File: src/rtl/mac_conv_ctrl.sv
// Sequencer for a 3-tap shift-register MAC: loads weights once per job, slides
// features one per window, and hands each MAC result out on a valid/ready port.
module mac_conv_ctrl #(
    parameter int DATA_BIT = 16,
    parameter int TAPS     = 3,
    parameter int MAC_LAT  = 1,
    parameter int CNT_W    = 16
) (
    input  logic                    clk,
    input  logic                    rst,
    input  logic                    start,
    input  logic [CNT_W-1:0]        num_win,
    input  logic                    w_valid,
    output logic                    w_ready,
    input  logic [DATA_BIT-1:0]     w_data,
    input  logic                    f_valid,
    output logic                    f_ready,
    input  logic [DATA_BIT-1:0]     f_data,
    output logic                    mac_clear,
    output logic                    mac_w_w,
    output logic [DATA_BIT-1:0]     mac_w_in,
    output logic                    mac_if_w,
    output logic [DATA_BIT-1:0]     mac_if_in,
    input  logic [2*DATA_BIT+1:0]   mac_out,
    output logic                    res_valid,
    input  logic                    res_ready,
    output logic [2*DATA_BIT+1:0]   res_data,
    output logic                    busy,
    output logic                    done
);

    localparam int TAP_W = $clog2(TAPS + 1);
    localparam int LAT_W = (MAC_LAT < 1) ? 1 : $clog2(MAC_LAT + 1);

    typedef enum logic [2:0] {
        S_IDLE,
        S_CLR,
        S_LOAD_W,
        S_LOAD_F,
        S_WAIT,
        S_OUT,
        S_FIN
    } state_t;

    state_t             state;
    logic [CNT_W-1:0]   rem;
    logic [TAP_W-1:0]   tap_cnt;
    logic [TAP_W-1:0]   need;
    logic [LAT_W-1:0]   wait_cnt;

    logic w_hs;
    logic f_hs;
    logic r_hs;

    // Readies are a pure decode of the state register, so they never glitch.
    assign w_ready = (state == S_LOAD_W);
    assign f_ready = (state == S_LOAD_F);

    assign w_hs = w_valid & w_ready;
    assign f_hs = f_valid & f_ready;
    assign r_hs = res_valid & res_ready;

    always_ff @(posedge clk) begin
        if (!rst) begin
            state     <= S_IDLE;
            rem       <= '0;
            tap_cnt   <= '0;
            need      <= '0;
            wait_cnt  <= '0;
            mac_clear <= 1'b0;
            mac_w_w   <= 1'b0;
            mac_w_in  <= '0;
            mac_if_w  <= 1'b0;
            mac_if_in <= '0;
            res_valid <= 1'b0;
            res_data  <= '0;
            busy      <= 1'b0;
            done      <= 1'b0;
        end else begin
            // Strobes and their data are single-cycle; idle value is zero.
            mac_clear <= 1'b0;
            mac_w_w   <= 1'b0;
            mac_w_in  <= '0;
            mac_if_w  <= 1'b0;
            mac_if_in <= '0;
            done      <= 1'b0;

            case (state)
                S_IDLE: begin
                    if (start) begin
                        busy <= 1'b1;
                        if (num_win != '0) begin
                            rem       <= num_win;
                            mac_clear <= 1'b1;
                            state     <= S_CLR;
                        end else begin
                            done  <= 1'b1;
                            state <= S_FIN;
                        end
                    end
                end

                S_CLR: begin
                    tap_cnt <= '0;
                    state   <= S_LOAD_W;
                end

                S_LOAD_W: begin
                    if (w_hs) begin
                        mac_w_w  <= 1'b1;
                        mac_w_in <= w_data;
                        tap_cnt  <= tap_cnt + TAP_W'(1);
                        if (tap_cnt == TAP_W'(TAPS - 1)) begin
                            need  <= TAP_W'(TAPS);
                            state <= S_LOAD_F;
                        end
                    end
                end

                S_LOAD_F: begin
                    if (f_hs) begin
                        mac_if_w  <= 1'b1;
                        mac_if_in <= f_data;
                        need      <= need - TAP_W'(1);
                        if (need == TAP_W'(1)) begin
                            wait_cnt <= '0;
                            state    <= S_WAIT;
                        end
                    end
                end

                // First WAIT cycle coincides with the last feature strobe.
                S_WAIT: begin
                    if (wait_cnt == LAT_W'(MAC_LAT)) begin
                        res_data  <= mac_out;
                        res_valid <= 1'b1;
                        state     <= S_OUT;
                    end else begin
                        wait_cnt <= wait_cnt + LAT_W'(1);
                    end
                end

                S_OUT: begin
                    if (r_hs) begin
                        res_valid <= 1'b0;
                        rem       <= rem - CNT_W'(1);
                        if (rem == CNT_W'(1)) begin
                            done  <= 1'b1;
                            state <= S_FIN;
                        end else begin
                            need  <= TAP_W'(1);
                            state <= S_LOAD_F;
                        end
                    end
                end

                S_FIN: begin
                    busy  <= 1'b0;
                    state <= S_IDLE;
                end

                default: begin
                    busy  <= 1'b0;
                    state <= S_IDLE;
                end
            endcase
        end
    end

endmodule

File: config.mk
export PLATFORM = sky130hd
export DESIGN_NAME = mac_conv_ctrl
export DESIGN_NICKNAME = d
export VERILOG_FILES = /design/src/rtl/mac_conv_ctrl.sv
export SDC_FILE = /design/constraint.sdc
export NUM_CORES = 1
export LEC_CHECK = 0
export CAP_MARGIN = 20
export CORE_MARGIN = 1.5
export CORE_UTILIZATION = 44
export CTS_BUF_LIST = sky130_fd_sc_hd__clkbuf_2 sky130_fd_sc_hd__clkbuf_4 sky130_fd_sc_hd__clkbuf_8
export CTS_CLUSTER_SIZE = 28
export DETAILED_ROUTE_END_ITERATION = 7
export HOLD_SLACK_MARGIN = 0.08
export PLACE_DENSITY = 0.78
export SLEW_MARGIN = 20
export SYNTH_ARGS = -nofsm -noshare
export SYNTH_HDL_FRONTEND = slang
export SYNTH_SLANG_ARGS = --single-unit
export TNS_END_PERCENT = 50
File: constraint.sdc
create_clock -name clk -period 2.85 [get_ports clk]
set_clock_uncertainty 0.1 [all_clocks]
set_input_delay 0.855 -clock clk [delete_from_list [all_inputs] [get_ports clk]]
set_output_delay 0.855 -clock clk [all_outputs]
set_load 0.01 [all_outputs]
==> results of run 1 <==
-- synth_stat cells (2+ instances only) --
master / count / share of area [%]
o21ai_1: 2 / 0.26
a21o_1: 2 / 0.39
a22oi_1: 5 / 0.97
a32o_1: 2 / 0.52
o32ai_1: 3 / 0.68
mux2i_1: 2 / 0.52
nor2_1: 25 / 2.4
o31ai_1: 8 / 1.6
nand2_1: 92 / 8.9
nand4_1: 2 / 0.32
o211ai_1: 9 / 1.8
o21ai_0: 12 / 1.6
o211a_1: 2 / 0.52
nand3_1: 4 / 0.52
a31oi_1: 3 / 0.49
clkbuf_1: 26 / 2.5
nor4_1: 9 / 1.5
ha_1: 4 / 1.3
or4_1: 4 / 0.78
a21oi_1: 59 / 7.6
nor2b_1: 2 / 0.32
and2_1: 32 / 5.2
inv_1: 9 / 0.88
nor3_1: 9 / 1.2
buf_6: 3 / 0.88
and3_1: 6 / 0.97
dfxtp_1: 96 / 50
buf_2: 2 / 0.26
nand3b_1: 2 / 0.39
buf_1: 2 / 0.19
nor3b_1: 2 / 0.39
-- flip-flops by register name (all words and copies together) (netlist names), 2 cells and up --
register / count
mac_w_in: 16
need: 2
state: 3
tap_cnt: 2
res_data: 34
rem: 16
mac_if_in: 16
-- worst min path at each step --
stage | slack, ns | from | cells after the start | end
after global placement | 0.34 | res_data[23] | 2 | res_data[23]
after CTS | 0.36 | res_data[13] | 2 | res_data[13]
after global routing | 0.37 | res_data[13] | 2 | res_data[13]
after detailed placement | 0.34 | res_data[13] | 2 | res_data[13]
final | 0.36 | res_data[13] | 2 | res_data[13]
after floorplan | 0.33 | rem[10] | 2 | rem[10]
-- power breakdown --
group / leakage, nW / internal, mW / switching [mW]
combinational: 1.23 / 0.479 / 0.527
sequential: 0.777 / 1.45 / 0.108
clock: 0.108 / 0.498 / 0.478
-- per-stage QoR --
step	total power [mW]	std cells	util (%)	setup WS (ns)
after global routing	3.73	717	69.5	0.0443
after floorplan	2.22	457	-	0.556
after CTS	3.54	717	69.4	0.0653
after detailed placement	2.57	702	66.8	0.258
final	3.54	717	69.5	0.182
after global placement	2.54	702	66.8	0.274
-- timing repair --
action                     CTS  global route
resized for setup            0             2
setup endpoints to repair    0             2
buffers inserted             0             0
-- logic make-up after synthesis --
logic type,synth area share (%)
adder cells (fa/ha/maj),1.30
AND/OR/NAND/NOR,25.5
flip-flops,49.8
AO/OA/AOI/OAI,18.0
multiplexers,0.519
buffers and inverters,4.93
-- layout make-up --
type / count / area [um2]
clock buffer: 9 / 124
clock inverter: 6 / 92.6
fill: 677 / 2550
inverter: 9 / 33.8
multi-input combinational: 318 / 1750
sequential: 96 / 1920
tap: 105 / 131
timing repair buffer: 174 / 1730
-- critical path, delay by kind of cell (launching register included) --
kind	cells	cell delay, ns
buffers and inverters	1	0.58
flip-flops	1	0.44
AND/OR/NAND/NOR	2	0.35
-- cells in the final DEF (no fill, tap or decap), drive strengths merged, types with 6 or more instances in the layout --
cell / instances
clkdlybuf4s50: 161
dfxtp: 96
nand2: 93
a21oi: 59
and2: 33
nor2: 25
o21ai: 14
buf: 13
inv: 11
nor4: 10
nor3: 9
o211ai: 9
clkbuf: 9
o31ai: 8
and3: 6
-- routing by layer --
layer	part of all wire [%]	track usage, %	wire length, um
met5	0	0	0
met4	1.6	8.47	172
met3	8.0	6.65	834
met2	48	36.5	5030
met1	42	27.9	4430
==> out/metrics.yaml, run 1 <==
status: "completed"
ys.flop_type: "dfxtp_1"
setup.worst_path.start: "state[0]"
routedWlPerCell_um: 14.6
synth_edf_count: 0
track_usage_pct: 22.4
cts_hold_buf: 0
synthCells: 457
grt_overflow: 0
arrival_ns: 1.71
ant_nets: 0
area_growth_pct: 50.1
fin_nets: 700
die_h_um: 96.7
dr.pass1.iters: 5
ys_seq_elements: 96
cts_sinks: 96
place_congestion: 0.902
rsz0062_at_grt: "false"
numCtsBuffers: 9
pin_count: 162
ys_warn_count: 0
grt_pass1_vias: 3609
worst_pin_slew_ns: 0.553
hpwl_um: 7630
final_layout_size_suffix_gt1_share_pct: 6.54
drt-total-wl_um: 10500
slew_headroom_pct: 63.1
cts_tree: "built"
peakVddDrop_uv: 313
die_area_mm2: 0.00934
cts-root-buf: "clkbuf_8"
regToRegStartpoint: "rem[7]"
rows: 33
seq_area_frac_synth_pct: 49.8
crit_type: "reg2out"
syn_area_per_cell_um2: 8.45
clock_latency_ns: 0.35
die_w_um: 96.7
viasPerCell: 5.18
placed_cell_area_mm2: 0.00557
whs_ns: 0.355
hold_viol_final: 0
crit_chain: "nand2_1 > nor2_2 > clkdlybuf4s50_1"
grt_max_degree: 36
drt_iter0_drc: 240
route.vias.total: 3713
initial_core_util_pct: 46.3
synth-async-reset-ratio_pct: 0
drc: 0
antenna_cells: 0
reg2reg_slack_ns: 0.63
start_kind: "register"
synthesis.nets: 549
final-max-slew-violation-count: 0
finalSetupViolations: 0
path_max_fanout: 6
r2r_end: "need[0]"
clk_pin_slew_ns: 0.09
cp_slowest_stage_delay_ns: 0.58
design.core.area_mm2: 0.00834
clockBufferDepth: 2
reg2reg_depth: 5
fin_crit_sh_pct: 93.6
final_area_mm2: 0.00579
cp_slowest_cell: "clkdlybuf4s50_1"
io_buffer_count: 161
p_per_area_mw_per_mm2: 610
htree_levels: 3
grt_pass1_wl_um: 17400
drv_cap: 0
min_period_ns: 2.67
hold_path_class: "reg2reg"
syn_area_mm2: 0.00386
fmax_ghz: 0.375
synth.distinct_cells: 48
cp-end-kind: "output port"
leakagePower_nw: 2.11
tns_ns: 0
grt_antenna_before_repair: 0
critPathCapture: "f_ready"
worstPathRequired_ns: 1.90
No activity file was read; power rests on OpenSTA's default activity.
==> run 2, diff against run 1 <==
--- a/config.mk
+++ b/config.mk
@@ -13,6 +13,7 @@
 export DETAILED_ROUTE_END_ITERATION = 7
 export HOLD_SLACK_MARGIN = 0.08
 export PLACE_DENSITY = 0.78
+export REMOVE_ABC_BUFFERS = 1
 export SLEW_MARGIN = 20
 export SYNTH_ARGS = -nofsm -noshare
 export SYNTH_HDL_FRONTEND = slang
==> run 2 against run 1 <==
Compared with the run above:
- core utilization shrank 0.31 points
- sequential power barely moved
- via count up 1.5%
- highest routed layer unchanged
- critical endpoint unchanged
- critical path depth is the same
- largest cell class unchanged
- worst hold slack better by 0.0013 ns
- fmax is essentially flat
- register-to-register slack improved by 0.05 ns
- design area decreased by 0.45%
- total power down 2.5%
- non-clock buffer count grew 1
- die area did not move
==> out/metrics.yaml, run 2 (same netlist as run 1, synthesis figures left out) <==
drt-total-wl_um: 10300  # was 10500 um
rsz0062_at_grt: "false"  # unchanged
grt_max_degree: 36  # unchanged
initial_core_util_pct: 46.3  # unchanged
grt_pass1_vias: 3539  # was 3609
routedWlPerCell_um: 14.3  # was 14.6 um
r2r_end: "need[0]"  # unchanged
cts_sinks: 96  # unchanged
peakVddDrop_uv: 350  # was 313 uV
cp_slowest_cell: "clkdlybuf4s50_1"  # unchanged
min_period_ns: 2.67  # about the same
route.vias.total: 3768  # was 3713
largest_register_ffs: 34  # unchanged
cp_slowest_stage_delay_ns: 0.59  # was 0.58 ns
grt_overflow: 0  # unchanged
drv_cap: 0  # unchanged
antenna_cells: 0  # unchanged
status: "completed"  # unchanged
grt_pass1_wl_um: 16800  # was 17400 um
pin_count: 162  # unchanged
p_per_area_mw_per_mm2: 598  # was 610 mW/mm2
leakagePower_nw: 2.11  # about the same
crit_type: "reg2out"  # unchanged
clk_pin_slew_ns: 0.09  # about the same
cts-root-buf: "clkbuf_8"  # unchanged
track_usage_pct: 21.6  # was 22.4%
ant_nets: 0  # unchanged
hold_viol_final: 0  # unchanged
rows: 33  # unchanged
arrival_ns: 1.71  # about the same
regToRegStartpoint: "rem[7]"  # unchanged
top_register: "res_data"  # unchanged
io_buffer_count: 161  # unchanged
final_common_cell: "clkdlybuf4s50_1"  # unchanged
worstPathRequired_ns: 1.90  # about the same
start_kind: "register"  # unchanged
worst_pin_slew_ns: 0.439  # was 0.553 ns
die_w_um: 96.7  # unchanged
grt_antenna_before_repair: 0  # unchanged
dr.pass1.iters: 6  # was 5
final-max-slew-violation-count: 0  # unchanged
drt_iter0_drc: 193  # was 240
place_congestion: 0.921  # was 0.902
fin_crit_sh_pct: 93.5  # was 93.6%
clockBufferDepth: 2  # unchanged
p_total_mw: 3.45  # was 3.54 mW
reg2reg_slack_ns: 0.68  # was 0.63 ns
finalSetupViolations: 0  # unchanged
slew_headroom_pct: 70.8  # was 63.1%
die_area_mm2: 0.00934  # unchanged
post_cts_buffers: 0  # unchanged
num-fill-cells: 692  # was 677
drc: 0  # unchanged
hpwl_um: 7620  # was 7630 um
crit_chain: "nand2_1 > nor2_1 > clkdlybuf4s50_1"  # was nand2_1 > nor2_2 > clkdlybuf4s50_1
viasPerCell: 5.24  # was 5.18
min_from: "res_data[2]"  # was res_data[13]
cp-end-kind: "output port"  # unchanged
fmax_ghz: 0.375  # about the same
tns_ns: 0  # unchanged
clock_latency_ns: 0.35  # about the same
holdPathEnd: "res_data[2]"  # was res_data[13]
htree_levels: 3  # unchanged
design.core.area_mm2: 0.00834  # unchanged
holdPathStages: 2  # unchanged
path_max_fanout: 10  # was 6
fin_nets: 701  # was 700
reg2reg_depth: 5  # unchanged
die_h_um: 96.7  # unchanged
cts_tree: "built"  # unchanged
final_layout_size_suffix_gt1_share_pct: 7.00  # was 6.54%
layout_common_cells: "clkdlybuf4s50_1 (161), dfxtp_1 (94), nand2_1 (92)"  # was clkdlybuf4s50_1 (161), dfxtp_1 (95), nand2_1 (92)
area_growth_pct: 49.4  # was 50.1%
numCtsBuffers: 9  # unchanged
hold_path_class: "reg2reg"  # unchanged
[run 2: cell type report]
cell class                      count  area (um2)  area share [%]
Sequential cell                    96        1920            33.4
Multi-Input combinational cell    318        1760            30.5
Timing Repair Buffer              175        1720            29.8
Clock buffer                       10         138            2.39
Tap cell                          105         131            2.28
Clock inverter                      6        66.3            1.15
Inverter                            9        33.8           0.586
[run 2: critical path: cells and delay by family, from the launching register on]
| kind | cells | cell delay (ns) |
|---|---|---|
| AND/OR/NAND/NOR | 2 | 0.34 |
| buffers and inverters | 1 | 0.59 |
| flip-flops | 1 | 0.44 |
[run 2: worst max-delay path by stage]
stage / startpoint / to / slack [ns]
after floorplan: state[1] / rem[2] / -0.38
after global placement: num_win[11] / rem[7] / 0.19
after detailed placement: num_win[11] / rem[5] / 0.14
after CTS: state[0] / f_ready / 0.05
after global routing: state[0] / f_ready / 0.06
final: state[0] / f_ready / 0.18
[run 2: through the flow]
| step | instance area, um2 | hold slack, ns | instances | utilization [%] | worst slack [ns] |
|---|---|---|---|---|---|
| after floorplan | 3700 | 0.333 | 423 | - | -0.376 |
| after global placement | 5560 | 0.342 | 703 | 66.6 | 0.190 |
| after detailed placement | 5560 | 0.346 | 703 | 66.6 | 0.136 |
| after CTS | 5760 | 0.360 | 719 | 69.1 | 0.0482 |
| after global routing | 5770 | 0.378 | 719 | 69.1 | 0.0635 |
| final | 5770 | 0.357 | 719 | 69.1 | 0.184 |
[run 2: repair_timing]
| action | in CTS | in global routing |
|---|---|---|
| resized for setup | 1 | 2 |
| cloned | 0 | 0 |
| hold buffers | 0 | 0 |
| setup endpoints to repair | 1 | 2 |
[run 2: power breakdown]
| group | leakage (nW) | internal, mW | total, mW | switching, mW |
|---|---|---|---|---|
| logic | 1.22 | 0.477 | 0.989 | 0.512 |
| registers | 0.778 | 1.45 | 1.56 | 0.113 |
| clock network | 0.107 | 0.435 | 0.899 | 0.464 |
[run 2: routing by layer]
metal	track usage (%)	wire length (um)	up-vias
met5	0	0	-
met4	7.69	204	0
met3	5.35	803	18
met2	35.2	4750	189
met1	27.7	4550	1681
li1	-	-	1880
==> run 3, diff against run 2 <==
--- a/config.mk
+++ b/config.mk
@@ -7,12 +7,12 @@
 export LEC_CHECK = 0
 export CAP_MARGIN = 20
 export CORE_MARGIN = 1.5
-export CORE_UTILIZATION = 44
-export CTS_BUF_LIST = sky130_fd_sc_hd__clkbuf_2 sky130_fd_sc_hd__clkbuf_4 sky130_fd_sc_hd__clkbuf_8
+export CORE_UTILIZATION = 43
 export CTS_CLUSTER_SIZE = 28
 export DETAILED_ROUTE_END_ITERATION = 7
+export GPL_TIMING_DRIVEN = 1
 export HOLD_SLACK_MARGIN = 0.08
-export PLACE_DENSITY = 0.78
+export PLACE_DENSITY = 0.77
 export REMOVE_ABC_BUFFERS = 1
 export SLEW_MARGIN = 20
 export SYNTH_ARGS = -nofsm -noshare
==> run 3 against run 2 <==
Compared with the run above:
- via count increased by 0.61%
- first-iteration DRC count decreased by 23%
- fmax decreased by 2.5%
- wire length increased by 2.4%
- sequential power about the same
- register-to-register slack about the same
- core utilization decreased by 3.0 points
==> out/metrics.yaml, run 3 (same netlist as run 1, synthesis figures left out) <==
area_growth_pct: 49.5  # was 49.4%
htree_levels: 3  # unchanged
track_usage_pct: 22.1  # was 21.6%
grt_max_degree: 35  # was 36
fin_crit_sh_pct: 95.9  # was 93.5%
reg2reg_slack_ns: 0.67  # was 0.68 ns
fin_nets: 700  # was 701
grt_antenna_before_repair: 0  # unchanged
place_congestion: 0.866  # was 0.921
clockBufferDepth: 2  # unchanged
die_h_um: 97.7  # was 96.7 um
finalSetupViolations: 0  # unchanged
drt-total-wl_um: 10600  # was 10300 um
whs_ns: 0.357  # about the same
p_int_mw: 2.36  # about the same
design.core.area_mm2: 0.00872  # was 0.00834 mm2
comb_power_share_pct: 28.7  # about the same
rsz0062_at_grt: "false"  # unchanged
utilization_pct: 66.2  # was 69.1%
holdPathEnd: "res_data[28]"  # was res_data[2]
tns_ns: 0  # unchanged
die_area_mm2: 0.00955  # was 0.00934 mm2
clk_pin_slew_ns: 0.09  # about the same
regToRegStartpoint: "rem[7]"  # unchanged
worst_pin_slew_ns: 0.485  # was 0.439 ns
pin_count: 162  # unchanged
route.vias.total: 3791  # was 3768
switching_share_pct: 31.9  # was 31.6%
post_cts_buffers: 0  # unchanged
drt_iter0_drc: 148  # was 193
viasPerCell: 5.26  # was 5.24
crit_type: "reg2out"  # unchanged
rows: 34  # was 33
num-fill-cells: 738  # was 692
io_buffer_count: 161  # unchanged
cp_slowest_cell: "clkdlybuf4s50_1"  # unchanged
grt_pass1_wl_um: 17300  # was 16800 um
fmax_ghz: 0.366  # was 0.375 GHz
cp-end-kind: "output port"  # unchanged
antenna_cells: 0  # unchanged
path_max_fanout: 17  # was 10
grt_pass1_vias: 3588  # was 3539
clock_latency_ns: 0.36  # was 0.35 ns
leakagePower_nw: 2.10  # was 2.11 nW
routedWlPerCell_um: 14.6  # was 14.3 um
final-max-slew-violation-count: 0  # unchanged
final_layout_size_suffix_gt1_share_pct: 6.36  # was 7.00%
seqPwrFrac_pct: 44.8  # was 45.3%
hold_path_class: "reg2reg"  # unchanged
drc: 0  # unchanged
dr.pass1.iters: 4  # was 6
die_w_um: 97.7  # was 96.7 um
reg2reg_depth: 5  # unchanged
layout_common_cells: "clkdlybuf4s50_1 (161), dfxtp_1 (95), nand2_1 (92)"  # was clkdlybuf4s50_1 (161), dfxtp_1 (94), nand2_1 (92)
worstPathRequired_ns: 1.90  # about the same
r2r_end: "need[0]"  # unchanged
min_period_ns: 2.73  # was 2.67 ns
slew_headroom_pct: 67.7  # was 70.8%
final_common_cell: "clkdlybuf4s50_1"  # unchanged
cts_tree: "built"  # unchanged
drv_cap: 0  # unchanged
ant_nets: 0  # unchanged
cts_sinks: 96  # unchanged
cp_slowest_stage_delay_ns: 0.57  # was 0.59 ns
switching_power_mw: 1.11  # was 1.09 mW
cts-root-buf: "clkbuf_8"  # unchanged
status: "completed"  # unchanged
arrival_ns: 1.78  # was 1.71 ns
clkPwrFrac_pct: 26.5  # was 26.1%
holdPathStages: 2  # unchanged
crit_chain: "buf_4 > nand2_1 > nor2_1 > clkdlybuf4s50_1"  # was nand2_1 > nor2_1 > clkdlybuf4s50_1
min_from: "res_data[28]"  # was res_data[2]
p_per_area_mw_per_mm2: 602  # was 598 mW/mm2
grt_overflow: 0  # unchanged
cts_hold_buf: 0  # unchanged
top_register: "res_data"  # unchanged
largest_register_ffs: 34  # unchanged
initial_core_util_pct: 44.3  # was 46.3%
hold_viol_final: 0  # unchanged
peakVddDrop_uv: 337  # was 350 uV
start_kind: "register"  # unchanged
numCtsBuffers: 9  # unchanged
hpwl_um: 7750  # was 7620 um
## run 3: cell types whose count changed in the layout (fill, tap and decap cells not counted), sizes merged
cell,before,now
inv,11,10
clkbuf,10,11
clkinvlp,0,1
clkinv,3,2
buf,14,13
## run 3: worst max-delay path by stage
stage	start	endpoint	slack (ns)	depth (start not counted)
after CTS	state[1]	f_ready	0.12	4
after detailed placement	num_win[11]	rem[13]	0.15	7
final	state[1]	f_ready	0.12	4
after floorplan	state[1]	rem[2]	-0.38	5
after global routing	state[1]	f_ready	0.03	4
after global placement	num_win[8]	rem[11]	0.19	7
## run 3: final cells by class
cell class	instances	area, um2	share of cell area [%]
Sequential cell	96	1920	33.3
Multi-Input combinational cell	318	1750	30.4
Timing Repair Buffer	174	1720	29.8
Clock buffer	11	141	2.45
Tap cell	108	135	2.34
Clock inverter	5	63.8	1.11
Inverter	9	33.8	0.585
## run 3: power by group through the flow
stage | registers [mW] | clock network [mW] | logic, mW
finish | 1.55 | 0.921 | 0.997
global route | 1.57 | 1.00 | 1.08
CTS | 1.55 | 0.946 | 0.993
detailed placement | 1.58 | 0 | 0.985
global placement | 1.57 | 0 | 0.963
floorplan | 1.59 | 0 | 0.553
## run 3: repair_timing
action                                  in CTS  in global routing
resized for setup                            1                  0
hold endpoints to repair                     0                  0
endpoints found under the setup margin       1                  0
## run 3: metrics by stage
step	setup WS [ns]	area, um2	instances	total power [mW]
2_1_floorplan	-0.376	3700	423	2.14
3_3_place_gp	0.185	5560	705	2.54
3_5_place_dp	0.147	5560	705	2.57
4_1_cts	0.120	5770	721	3.49
5_1_grt	0.0252	5770	721	3.66
6_report	0.117	5770	721	3.47
## run 3: critical path: cells and delay by family, from the launching register on
family | cells | cell delay (ns)
simple gates | 2 | 0.31
buf+inv | 2 | 0.77
flops | 1 | 0.34
## run 3: metal layers
layer | part of all wire, % | vias to the layer above | GRT usage, %
met5 | 0 | - | 0
li1 | - | 1872 | -
met1 | 43 | 1741 | 27.8
met2 | 49 | 159 | 37.7
met4 | 1.9 | 0 | 8.13
met3 | 6.4 | 19 | 4.51
==> variant 1 (config.mk and constraints of run 3) <==
Make the reset (`rst`) asynchronous in one clocked block.
--- a/src/rtl/mac_conv_ctrl.sv
+++ b/src/rtl/mac_conv_ctrl.sv
@@ -60,7 +60,7 @@
     assign f_hs = f_valid & f_ready;
     assign r_hs = res_valid & res_ready;
 
-    always_ff @(posedge clk) begin
+    always_ff @(posedge clk or negedge rst) begin
         if (!rst) begin
             state     <= S_IDLE;
             rem       <= '0;
Function: differs if rst is asserted again (counterexample within 4 cycles, from zero or initial values and one cycle with rst low); with rst held inactive, the same outputs for 10 cycles.
==> variant 1 against run 3 <==
- sequential share of layout area up 5.8 points
- worst setup slack improved by 0.10 ns
- synthesized cell count is 20% lower
- sequential cell count is the same
- wire length barely moved
- register-to-register slack got worse by 0.02 ns
- area after synthesis is 7.6% higher
- worst hold slack improved by 0.0059 ns
- design area rose by 6.4%
- critical endpoint is now w_ready
Power is not compared: it rests on default switching activity, and its combinational part moved more than twofold at a synthesized area within 25%.
==> variant 1: results (changes against run 3) <==
metric	value	unit	change
outcome	finished, final reports clean		
place_congestion	0.849		-1.9%
drt_iter0_drc	165		+11%
grt_util_all_layers	20.6	%	-1.5 points
synth_top_area_cell	dfrtp_1		
post_drt_wl_per_cell	15.7	um	+7.2%
pre_cts_ws	0.0603	ns	-0.0870 ns
cts_made_buffers	9		unchanged
reg2reg_slack	0.65	ns	-0.02 ns
synth_cells	367		-20%
relSlewSlack	65.3	%	-2.4 points
hold_class	input pin to asynchronous set/reset pin		
nFillCells	758		+2.7%
arrival	1.68	ns	-0.10 ns
post_drt_via_cell_ratio	5.18		-1.5%
nonClkBufAreaFrac	28.9	%	-0.98 points
htree_levels	3		unchanged
die-width	101	um	+3.6%
clk_latency	0.34	ns	-0.02 ns
synth_compound_area_share	11.3	%	-6.7 points
dpl.cell_count	656		-7.0%
cts_resized	0		-1
reg2reg_from	rem[4]		
synth_ff_type	dfrtp_1		
ys_top_cells_by_count	96 x dfrtp_1, 34 x mux2_2, 30 x a21oi_1, 27 x nand2_1		
nNonClkBuffers	181		+4.0%
ff_latch_area	0.00240	mm2	+25%
ys_seq_area_share	57.8	%	+8.1 points
regToRegEndpoint	state[0]		
n_clock_buffer	10		-1
startpoint	state[2]		
finalNetCount	630		-10%
cts_setup_buffers	0		unchanged
grt_pass1_wl	16700	um	-3.8%
synthAdderAreaFrac	1.21	%	-0.091 points
ys_types	45		-6.3%
period_share	92.4	%	-3.5 points
multi_input_area_share	25.9	%	-4.5 points
finalNonFillerCells	672		-6.8%
first_global_vias	3391		-5.5%
clk_share	2.79	%	-0.76 points
grt_max_degree	42		+20%
endpoint	w_ready		
yosys-top-cells-area	dfrtp_1 58%, mux2_2 9.2%, a21oi_1 3.6%, and3_1 2.6%, nand2_1 2.4%		
placed_area	0.00597	mm2	+7.3%
-- variant 1: changes by cell type after synthesis, moves of 11 or more --
cell,before,now
and3_1,6,17
and2_1,32,16
mux2_2,0,34
dfrtp_1,0,96
dfxtp_1,96,0
nand2_1,92,27
clkbuf_1,26,10
a21oi_1,59,30
-- variant 1: cells by family after synthesis --
logic type                 count (synthesis)
adders and majority gates                  4
DFF                                       96
AOI/OAI and AO/OA                         77
muxes                                     35
buffers and inverters                     33
and+or+nand+nor                          122
-- variant 1: power by group --
| group | switching [uW] | total, uW | leakage (uW) | internal (uW) |
|---|---|---|---|---|
| clock | 475 | 796 | 0.0000866 | 321 |
| sequential | 0 | 1360 | 0.00131 | 1360 |
| combinational | 51.3 | 162 | 0.00144 | 111 |
-- variant 1: layer usage --
layer  track usage [%]  vias to the layer above  part of all wire (%)
li1                  -                     1645                     -
met1              26.2                     1714                    42
met2              36.3                      110                    52
met3              3.45                       10                   4.7
met4              5.98                        0                   1.0
met5                 0                        -                     0
==> variant 2 (settings of run 3) <==
Made on the original files. `TAPS`: 3 -> 5.
--- a/src/rtl/mac_conv_ctrl.sv
+++ b/src/rtl/mac_conv_ctrl.sv
@@ -2,7 +2,7 @@
 // features one per window, and hands each MAC result out on a valid/ready port.
 module mac_conv_ctrl #(
     parameter int DATA_BIT = 16,
-    parameter int TAPS     = 3,
+    parameter int TAPS     = 5,
     parameter int MAC_LAT  = 1,
     parameter int CNT_W    = 16
 ) (
Formal check against the unedited RTL: not equivalent (a bounded check fails within 10 cycles, from zero or initial values and one cycle with rst low).
==> variant 2 against run 3 <==
- worst setup slack improved by 0.030 ns
- wire length rose by 4.1%
- critical path type unchanged
- cell count rose by 5.4%
- design area rose by 4.3%
- combinational power barely moved
- synthesized cell count rose by 5.0%
- critical endpoint unchanged
- area after synthesis rose by 3.2%
- sequential cell count rose by 2
- total power rose by 1.5%
==> variant 2: results (changes against run 3) <==
metric	value	unit	change
outcome	finished, final reports clean		
clkTransAtPathRegs	0.10	ns	
r2r_cells	6		+1
port_buffers	161		unchanged
cts_setup_buffers	0		unchanged
root_buffer	clkbuf_8		
slew_violations	0		unchanged
worstSetupStartpointType	flop		
cp_slowest_cell	clkdlybuf4s50_1		
clock_path_buffers	2		unchanged
grt_pass1_wl	17900	um	+3.5%
ys_seq_area_share	49.2	%	-0.54 points
reg2reg_from	state[2]		
internal_power	2340	uW	-0.95%
yosysWarnings	0		unchanged
cts_made_buffers	9		unchanged
yosys-top-cells-area	dfxtp_1 49%, nand2_1 11%, a21oi_1 7.5%, and2_1 5.2%, o21ai_0 3.3%		
finalNetCount	741		+5.9%
n_antenna_cell	0		unchanged
ys_types	53		+10%
clk_latency	0.36	ns	about the same
first_pass_iters	5		+1
endpoint	f_ready		
hold_class	flop to flop		
htree_levels	3		unchanged
antenna_found_initial	0		unchanged
reg2reg_slack	0.48	ns	-0.19 ns
crit_family	buffers and inverters		
largest_reg_flops	34		unchanged
place_congestion	0.892		+3.0%
dp_hpwl	8030	um	+3.6%
vdd_drop_max	0.338	mV	+0.26%
worstSetupEndpointType	output port		
ys_top_cells_by_count	117 x nand2_1, 98 x dfxtp_1, 60 x a21oi_1, 33 x and2_1, 26 x o21ai_0		
drive_gt1_share	7.52	%	+1.2 points
min_from	res_data[30]		
drt_iter0_drc	216		+46%
post_drt_via_cell_ratio	5.26		about the same
regMostFlops	res_data		
cellLeakagePower	0.00220	uW	+4.6%
grt_util_all_layers	22.1	%	about the same
relSlewSlack	57.6	%	-10 points
critPathMaxFanout	11		-6
post_drt_wl_per_cell	14.5	um	-1.2%
cts_resized	0		-1
critPathKind	flop to output port		
regToRegEndpoint	rem[0]		
postSynth.asyncResetShare	0	%	unchanged
grt_max_degree	35		unchanged
critPathMaxStageDelay	0.60	ns	+0.03 ns
arrival	1.75	ns	-0.03 ns
first_global_vias	3765		+4.9%
[variant 2: final cells by class]
type / instances / area [um2]
multi-input combinational: 344 / 1880
clock inverter: 7 / 97.6
fill: 742 / 2830
tap: 108 / 135
sequential: 98 / 1960
timing repair buffer: 185 / 1790
inverter: 9 / 33.8
clock buffer: 9 / 124
[variant 2: power by group through the flow]
| stage | clock network, uW | registers [uW] | logic (uW) |
|---|---|---|---|
| 5_1_grt | 1060 | 1560 | 1100 |
| 2_1_floorplan | 0 | 1620 | 499 |
| 4_1_cts | 997 | 1540 | 990 |
| 3_3_place_gp | 0 | 1570 | 963 |
| 3_5_place_dp | 0 | 1580 | 984 |
| 6_report | 977 | 1550 | 1000 |
[variant 2: per-stage QoR]
step | setup slack (ns) | utilization, % | instance area [um2] | cells | hold WS (ns)
after global routing | 0.0862 | 68.0 | 6020 | 760 | 0.384
after global placement | -0.0463 | 65.5 | 5800 | 744 | 0.341
final | 0.147 | 68.0 | 6020 | 760 | 0.357
after CTS | 0.148 | 68.0 | 6020 | 760 | 0.361
after floorplan | -0.429 | - | 3860 | 451 | 0.335
after detailed placement | -0.179 | 65.5 | 5800 | 744 | 0.347
[variant 2: how the worst min path moves through the flow]
| stage | cells after the start | endpoint | slack [ns] |
|---|---|---|---|
| after global placement | 2 | res_data[18] | 0.34 |
| after detailed placement | 2 | res_data[24] | 0.35 |
| after CTS | 2 | res_data[24] | 0.36 |
| final | 2 | res_data[30] | 0.36 |
| after floorplan | 2 | need[1] | 0.33 |
| after global routing | 2 | res_data[24] | 0.38 |
[variant 2: layer usage]
layer  vias up  share of wire (%)  track usage [%]
met1      1842                 44             28.5
li1       1982                  -                -
met3        12                7.2             3.79
met2       163                 47             37.7
met4         0                1.2             7.37
met5         -                  0                0
[variant 2: cell families (layout without fill, tap and decap cells)]
| logic type | Yosys count | after routing | synth area share (%) |
|---|---|---|---|
| AND/OR/NAND/NOR | 210 | 210 | 24.9 |
| AO/OA/AOI/OAI | 124 | 124 | 19.1 |
| flip-flops | 98 | 98 | 49.2 |
| buffers and inverters | 38 | 210 | 3.96 |
| adder cells (fa/ha/maj) | 6 | 6 | 1.88 |
| XOR/XNOR | 2 | 2 | 0.440 |
| multiplexers | 2 | 2 | 0.534 |
[variant 2: tightest hold or removal path: cells and delay by family (launching register included)]
kind	cells	cell delay [ns]
simple gates	1	0.05
compound gates	1	0.05
flops	1	0.32
